**src/rtl/mem_pkg.sv**
```systemverilog
// Shared types and geometry for the cache-miss memory controller.
// Addresses are {tag, index}; storage is one 3-bit word per address.
package mem_pkg;

    localparam int unsigned ADDR_W    = 5;
    localparam int unsigned DATA_W    = 3;
    localparam int unsigned TAG_W     = 3;
    localparam int unsigned INDEX_W   = 2;
    localparam int unsigned MEM_DEPTH = 32;

    typedef enum logic [1:0] {
        IDLE = 2'd0,
        WB   = 2'd1,
        FILL = 2'd2,
        RESP = 2'd3
    } state_t;

    // Reset contents: each entry holds the low data bits of its own address.
    function automatic logic [DATA_W-1:0] init_word(input int unsigned idx);
        return DATA_W'(idx);
    endfunction

endpackage

```
**src/rtl/mem_array.sv**
```systemverilog
// 32 x 3-bit backing store: synchronous write, combinational read,
// synchronous reset that loads every entry with its address-derived value.
module mem_array
    import mem_pkg::*;
(
    input  logic              clock,
    input  logic              reset,
    input  logic              we,
    input  logic [ADDR_W-1:0] wr_addr,
    input  logic [DATA_W-1:0] wr_data,
    input  logic [ADDR_W-1:0] rd_addr,
    output logic [DATA_W-1:0] rd_data
);

    logic [DATA_W-1:0] mem [MEM_DEPTH];

    always_ff @(posedge clock) begin
        if (reset) begin
            for (int unsigned i = 0; i < MEM_DEPTH; i++) begin
                mem[i] <= init_word(i);
            end
        end else if (we) begin
            mem[wr_addr] <= wr_data;
        end
    end

    assign rd_data = mem[rd_addr];

endmodule

```
**src/rtl/memory_controller.sv**
```systemverilog
// Cache-miss controller: optional dirty-line writeback, then refill, then a
// one-cycle response pulse. Each memory phase lasts LATENCY cycles.
module memory_controller
    import mem_pkg::*;
#(
    parameter int unsigned LATENCY = 4
) (
    input  logic              clock,
    input  logic              reset,
    input  logic              req_valid,
    output logic              req_ready,
    input  logic              req_wback,
    input  logic [ADDR_W-1:0] req_wb_addr,
    input  logic [DATA_W-1:0] req_wb_data,
    input  logic [ADDR_W-1:0] req_fill_addr,
    output logic              resp_valid,
    output logic [DATA_W-1:0] resp_data,
    output logic              busy
);

    localparam logic [3:0] PHASE_LAST = 4'(LATENCY - 1);

    state_t            state;
    state_t            state_nxt;
    logic [3:0]        phase_cnt;
    logic              phase_last;
    logic              accept;

    logic              wback_q;
    logic [ADDR_W-1:0] wb_addr_q;
    logic [DATA_W-1:0] wb_data_q;
    logic [ADDR_W-1:0] fill_addr_q;

    logic              mem_we;
    logic [DATA_W-1:0] mem_rd_data;

    assign req_ready  = (state == IDLE) && !reset;
    assign accept     = req_valid && req_ready;
    assign phase_last = (phase_cnt == PHASE_LAST);
    assign resp_valid = (state == RESP);
    assign busy       = (state != IDLE);
    assign mem_we     = (state == WB) && phase_last;

    always_comb begin
        state_nxt = state;
        case (state)
            IDLE: if (accept) state_nxt = req_wback ? WB : FILL;
            WB:   if (phase_last) state_nxt = FILL;
            FILL: if (phase_last) state_nxt = RESP;
            RESP: state_nxt = IDLE;
            default: state_nxt = IDLE;
        endcase
    end

    always_ff @(posedge clock) begin
        if (reset) begin
            state       <= IDLE;
            phase_cnt   <= '0;
            resp_data   <= '0;
            wback_q     <= 1'b0;
            wb_addr_q   <= '0;
            wb_data_q   <= '0;
            fill_addr_q <= '0;
        end else begin
            state <= state_nxt;
            // Counter only advances inside timed phases, so it never wraps.
            if (state_nxt != state) begin
                phase_cnt <= '0;
            end else if (state == WB || state == FILL) begin
                phase_cnt <= phase_cnt + 4'd1;
            end
            if (accept) begin
                wback_q     <= req_wback;
                wb_addr_q   <= req_wb_addr;
                wb_data_q   <= req_wb_data;
                fill_addr_q <= req_fill_addr;
            end
            if (state == FILL && phase_last) begin
                resp_data <= mem_rd_data;
            end
        end
    end

    mem_array u_mem_array (
        .clock   (clock),
        .reset   (reset),
        .we      (mem_we),
        .wr_addr (wb_addr_q),
        .wr_data (wb_data_q),
        .rd_addr (fill_addr_q),
        .rd_data (mem_rd_data)
    );

endmodule

```
**config.mk**
```make
export PLATFORM = sky130hd
export DESIGN_NAME = memory_controller
export DESIGN_NICKNAME = d
export VERILOG_FILES = /design/src/rtl/mem_pkg.sv /design/src/rtl/mem_array.sv /design/src/rtl/memory_controller.sv
export SDC_FILE = /design/constraint.sdc
export NUM_CORES = 1
export LEC_CHECK = 0
export CORE_ASPECT_RATIO = 0.7
export CORE_MARGIN = 5
export CORE_UTILIZATION = 54
export DETAILED_ROUTE_END_ITERATION = 8
export HOLD_SLACK_MARGIN = 0.02
export PLACE_DENSITY_LB_ADDON = 0.1
export SETUP_SLACK_MARGIN = 0.1
export SYNTH_ARGS = -nofsm -noshare
export SYNTH_HDL_FRONTEND = slang
export SYNTH_SLANG_ARGS = --single-unit
export TNS_END_PERCENT = 20
```
**constraint.sdc**
```tcl
create_clock -name clock -period 2.35 [get_ports clock]
set_input_delay 0.235 -clock clock [delete_from_list [all_inputs] [get_ports clock]]
set_output_delay 0.235 -clock clock [all_outputs]
set_load 0.03 [all_outputs]
```
==> metrics.yaml, run 1 <==
outcome: "complete, no violations"
worstReg2RegStart: "phase_cnt[0]"
place.gp.congestion: 0.823
finalClockSkew_ps: 7.12
place_hpwl_um: 8720
clock_path_buffers: 2
route.detailed.drc: 0
grt.overflow.total: 0
cts_sinks: 118
wl_um: 13300
dieArea_um2: 13100
antenna_found_initial: 0
first_global_vias: 4035
cp-startpoint: "state[0]"
fp.dieW_um: 135
hold_viol_final: 0
nNetsFinal: 562
clk_pin_slew_ps: 50
ys_seq_elements: 118
crit_path_max_fanout: 6
synth_nets: 540
yosysWarnings: 0
powerDensity_nw_per_um2: 809
setup_tns_ps: 0
drt_pass1_iterations: 5
cts_tree: "yes"
track_usage_pct: 21.1
hold_class: "in2reg"
p_total_mw: 5.54
antenna_cells: 0
finalCritPeriodShare_pct: 94.3
grt_pass1_wl_um: 21200
min_from: "req_wb_addr[0]"
numCtsBuffers: 17
initial_utilization_pct: 56.0
cp-start-kind: "flip-flop"
ys_async_sr_fraction_pct: 0
grt_max_degree: 48
yosysUniqueCellTypes: 43
vdd_ir_drop_max_mv: 0.532
finalSetupViolations: 0
layoutNonFillerInstCount: 699
crit_required_ps: 2120
synth_cells: 516
port_buffers: 22
worstSetupEndpointType: "primary output"
coreArea_um2: 10500
htree_levels: 4
drv_slew: 0
max_stage_delay_ps: 660
fmax_ghz: 0.451
critPathSlowestCell: "clkdlybuf4s50_1"
p_leak_nw: 2.33
viasPerCell: 5.88
rows: 31
slew_headroom_pct: 17.8
via_count: 4107
chipHeight_um: 97.3
wire_per_inst_um: 19.1
critPathBufInv: 4
area_delta_synth_final_pct: 16.4
synth_area_um2: 5890
critPathKind: "reg2out"
cp_top_family: "buffers and inverters"
synth-edff-count: 96
hold_buffers: 0
drt_iter0_markers: 364
ys.flop_type: "edfxtp_1"
fin_util_pct: 65.2
final_antenna_net_count: 0
drive_gt1_share_pct: 12.5
fin_crit_ps: 2220
rsz0062_at_grt: "yes"
worst_path_most_repeated_cell: "inv_1"
cts.root.buffer_cell: "clkbuf_16"
io_pins: 23
clk-insertion-delay-late_ps: 410
dp.cells: 667
critical_path_arrival_ps: 1980
ys_seq_area_share_pct: 56.5
avgSynthCellArea_um2: 11.4
worstMarginPinSlew_ps: 1230
max-cap-violations: 0
path_cells: "buf_4 > inv_1 > ha_1 > inv_1 > clkdlybuf4s50_1"
[through the flow]
stage,cell area (um2),worst slack (ps),hold slack [ps]
5_1_grt,6850,24.1,401
3_5_place_dp,6250,98.8,496
6_report,6850,133,380
4_1_cts,6840,123,369
2_1_floorplan,5890,309,343
3_3_place_gp,6250,143,488
[worst min-delay path, delay by kind of cell]
| family | cells | cell delay (ps) |
|---|---|---|
| compound gates | 1 | 60 |
| buf+inv | 1 | 390 |
| simple gates | 1 | 50 |
[per-layer routing]
metal | up-vias | wire length [um] | GRT usage [%]
li1 | 1949 | - | -
met1 | 1975 | 6270 | 30.1
met2 | 160 | 5860 | 30.7
met3 | 23 | 958 | 6.26
met4 | 0 | 230 | 7.20
met5 | - | 0 | 0
[layout make-up]
class | count | area [um2]
clock buffer | 20 | 437
tap | 148 | 185
timing repair buffer | 45 | 403
fill | 809 | 3660
clock inverter | 12 | 159
inverter | 7 | 26.3
sequential | 118 | 3320
multi-input combinational | 349 | 2320
[logic make-up after synthesis]
group | count (synthesis) | share of synthesized area (%)
AOI/OAI and AO/OA | 78 | 8.72
xor gates and xnor gates | 5 | 0.744
adders and majority gates | 7 | 1.49
buffers and inverters | 49 | 4.29
DFF | 118 | 56.5
muxes | 49 | 8.33
and+or+nand+nor | 210 | 20.0
[report_power, final]
part / total, mW / internal (mW) / switching [mW]
sequential: 2.39 / 2.31 / 0.0827
clock: 2.63 / 1.75 / 0.878
combinational: 0.521 / 0.212 / 0.309
[synthesized netlist by cell type, types with 2 or more instances]
cell type | number | area [um2]
a211oi_1 | 3 | 22.5
nand2_1 | 34 | 128
nor3b_1 | 4 | 30.0
a22oi_1 | 24 | 180
buf_1 | 4 | 15.0
buf_6 | 3 | 33.8
a21o_1 | 9 | 67.6
inv_1 | 6 | 22.5
or3_1 | 30 | 188
and2_1 | 15 | 93.8
dfxtp_1 | 22 | 440
or2_1 | 3 | 18.8
nor4_1 | 2 | 12.5
o31ai_1 | 2 | 15.0
nor2b_1 | 4 | 25.0
nand2b_1 | 24 | 150
nor2_1 | 19 | 71.3
ha_1 | 7 | 87.6
o21ai_0 | 14 | 70.1
nand4_1 | 2 | 12.5
mux2i_1 | 49 | 490
a21oi_1 | 16 | 80.1
or2_2 | 15 | 93.8
o21bai_1 | 6 | 45.0
xor2_1 | 4 | 35.0
clkbuf_1 | 30 | 113
or4_1 | 3 | 22.5
nor3_1 | 16 | 80.1
edfxtp_1 | 96 | 2880
and3_1 | 24 | 150
nand3b_1 | 5 | 37.5
nand3_1 | 8 | 40.0
buf_12 | 2 | 40.0
buf_2 | 2 | 10.0
[repair_timing]
item                                    4_1_cts  5_1_grt
endpoints found under the setup margin        0       38
buffers inserted                              0        0
resized for setup                             0        1
[sequential cells by signal, indices dropped and copies added, names as in the netlist]
| signal | count |
|---|---|
| fill_addr_q | 5 |
| u_mem_array.mem | 96 |
| phase_cnt | 4 |
| wb_data_q | 3 |
| resp_data | 3 |
| wb_addr_q | 5 |
| state | 2 |
[path summary, 6_finish.rpt]
path / slack (ps) / cells past startpoint / endpoint
max reg2reg: 210 / 6 / u_mem_array.mem[19][1]
min reg2reg: 500 / 2 / resp_data[2]
max: 130 / 5 / busy
min: 380 / 3 / wb_addr_q[0]
[placed cells by master (no fill, tap or decap), types with 4 or more instances in the layout]
cell,n
or3_1,30
nor3b_1,4
nor3_1,16
or2_2,15
ha_1,7
xor2_1,4
and2_1,15
and3_1,24
nand3_1,8
o21ai_0,14
a21o_1,9
clkinv_2,4
nor2_1,19
clkbuf_16,17
inv_1,6
o21bai_1,6
bufinv_16,4
dfxtp_1,21
edfxtp_1,96
a21oi_1,16
nand3b_1,5
mux2i_1,49
a22oi_1,24
buf_4,23
nand2b_1,24
nand2_1,34
clkdlybuf4s50_1,21
nor2b_1,4
Power figures use the tool's default switching activity.
==> run 2, diff against run 1 <==
--- a/config.mk
+++ b/config.mk
@@ -7,7 +7,7 @@
 export LEC_CHECK = 0
 export CORE_ASPECT_RATIO = 0.7
 export CORE_MARGIN = 5
-export CORE_UTILIZATION = 54
+export CORE_UTILIZATION = 50
 export DETAILED_ROUTE_END_ITERATION = 8
 export HOLD_SLACK_MARGIN = 0.02
 export PLACE_DENSITY_LB_ADDON = 0.1
==> run 2 against run 1 <==
  * Fmax rose by 3.5%
  * Core utilization decreased by 6.5 points
  * Worst hold slack better by 3.5 ps
  * Final area shrank 0.55%
  * Global-route usage is 0.87 points lower
  * Via count shrank 2.6%
==> metrics.yaml, run 2 (synthesis gave the netlist of run 1 again) <==
outcome: "complete, no violations"
clk_pin_slew_ps: 50
hold_buffers: 0
place_hpwl_um: 8890
grt_pass1_wl_um: 21800
crit_path_max_fanout: 8
clk-insertion-delay-late_ps: 410
via_count: 4001
cp-start-kind: "flip-flop"
fp.dieW_um: 140
first_global_vias: 4048
critPathBufInv: 1
hold_viol_final: 0
worstReg2RegStart: "phase_cnt[0]"
io_pins: 23
p_leak_nw: 2.32
hold_path_end: "wb_data_q[0]"
initial_utilization_pct: 50.7
finalClockSkew_ps: 9.45
drt_iter0_markers: 302
area_delta_synth_final_pct: 15.8
antenna_cells: 0
final_antenna_net_count: 0
ff2ff_path_depth: 6
cts.root.buffer_cell: "clkbuf_16"
crit_required_ps: 2490
numCtsBuffers: 17
finalCritPeriodShare_pct: 91.1
r2r_setup_slack_ps: 210
cts_sinks: 118
setup_tns_ps: 0
cts_setup_buffers: 0
vdd_ir_drop_max_mv: 0.549
max_stage_delay_ps: 410
max-cap-violations: 0
path_cells: "ha_1 > nor3b_2 > nand3b_1 > buf_4 > or2_1 > or3_1"
hold_class: "in2reg"
rows: 33
place.gp.congestion: 0.753
worstMarginPinSlew_ps: 1210
layout_common_cells: "96 x edfxtp_1, 49 x mux2i_1, 34 x nand2_1"
cts_tree: "yes"
drv_slew: 0
rsz0062_at_grt: "yes"
chipHeight_um: 101
clock_path_buffers: 2
final_common_cell: "edfxtp_1"
top_register: "u_mem_array.mem"
fmax_ghz: 0.467
fin_util_pct: 58.7
cp_top_family: "simple AND/OR/NAND/NOR gates"
critPathSlowestCell: "or3_1"
worstSetupEndpointType: "flip-flop"
grt_max_degree: 40
whs_path_depth: 3
min_from: "req_wb_data[0]"
nNetsFinal: 562
grt.overflow.total: 0
finalSetupViolations: 0
drt_pass1_iterations: 5
slew_headroom_pct: 19.4
critPathKind: "reg2reg"
timing.hold.ws_ps: 384
top_regs: "u_mem_array.mem x96, fill_addr_q x5, wb_addr_q x5"
track_usage_pct: 20.2
antenna_found_initial: 0
cts_resized: 0
port_buffers: 22
largest_reg_flops: 96
wire_per_inst_um: 18.8
fin_crit_ps: 2140
viasPerCell: 5.65
htree_levels: 4
powerDensity_nw_per_um2: 778
drive_gt1_share_pct: 12.3
coreArea_um2: 11600
route.detailed.drc: 0
critical_path_arrival_ps: 2280
wl_um: 13300
r2r-end: "u_mem_array.mem[26][1]"
dieArea_um2: 14100
-- run 2: per-layer routing --
layer	up-vias	part of all wire (%)	track usage, %
met4	0	1.1	6.70
met3	13	6.4	3.89
met5	-	0	0
li1	1934	-	-
met2	128	44	31.3
met1	1926	48	29.0
-- run 2: where the power goes --
group	total [mW]	switching [mW]	internal, mW
Clock	2.38	0.850	1.53
Sequential	2.40	0.0889	2.31
Combinational	0.521	0.306	0.215
Total	5.30	1.25	4.05
-- run 2: worst max path at each step --
stage | startpoint | cells after the start | end | slack, ps
floorplan | phase_cnt[0] | 6 | u_mem_array.mem[3][0] | 310
global placement | reset | 7 | u_mem_array.mem[21][1] | 200
detailed placement | reset | 7 | u_mem_array.mem[21][1] | 100
CTS | state[0] | 5 | busy | 120
global route | phase_cnt[0] | 6 | u_mem_array.mem[26][1] | 60
finish | phase_cnt[0] | 6 | u_mem_array.mem[26][1] | 210
-- run 2: stage by stage --
step	power (mW)	area, um2	std cells	worst slack (ps)
finish	5.30	6810	708	209
floorplan	2.78	5890	516	309
detailed placement	2.96	6260	676	95.8
global placement	2.95	6260	676	199
global route	5.48	6810	708	58.7
CTS	5.31	6800	708	122
-- run 2: worst register-to-register path, cell delays in order (launching register included) --
cell and delay (ps):
dfxtp_1 360, ha_1 230, nor3b_2 220, nand3b_1 120
buf_4 170, or2_1 370, or3_1 410
-- run 2: cell type report --
type / count / area, um2
clock buffers: 27 / 493
clock inverters: 5 / 48.8
fillers: 967 / 4790
inverters: 7 / 26.3
multi-input cells: 349 / 2320
flip-flops and latches: 118 / 3320
well taps: 157 / 196
repair buffers: 45 / 405
==> run 3, diff against run 2 <==
--- a/config.mk
+++ b/config.mk
@@ -5,6 +5,7 @@
 export SDC_FILE = /design/constraint.sdc
 export NUM_CORES = 1
 export LEC_CHECK = 0
+export CAP_MARGIN = 10
 export CORE_ASPECT_RATIO = 0.7
 export CORE_MARGIN = 5
 export CORE_UTILIZATION = 50
==> results of run 3 <==
Same layout as run 2: the final DEF is identical, and so are final timing and power.
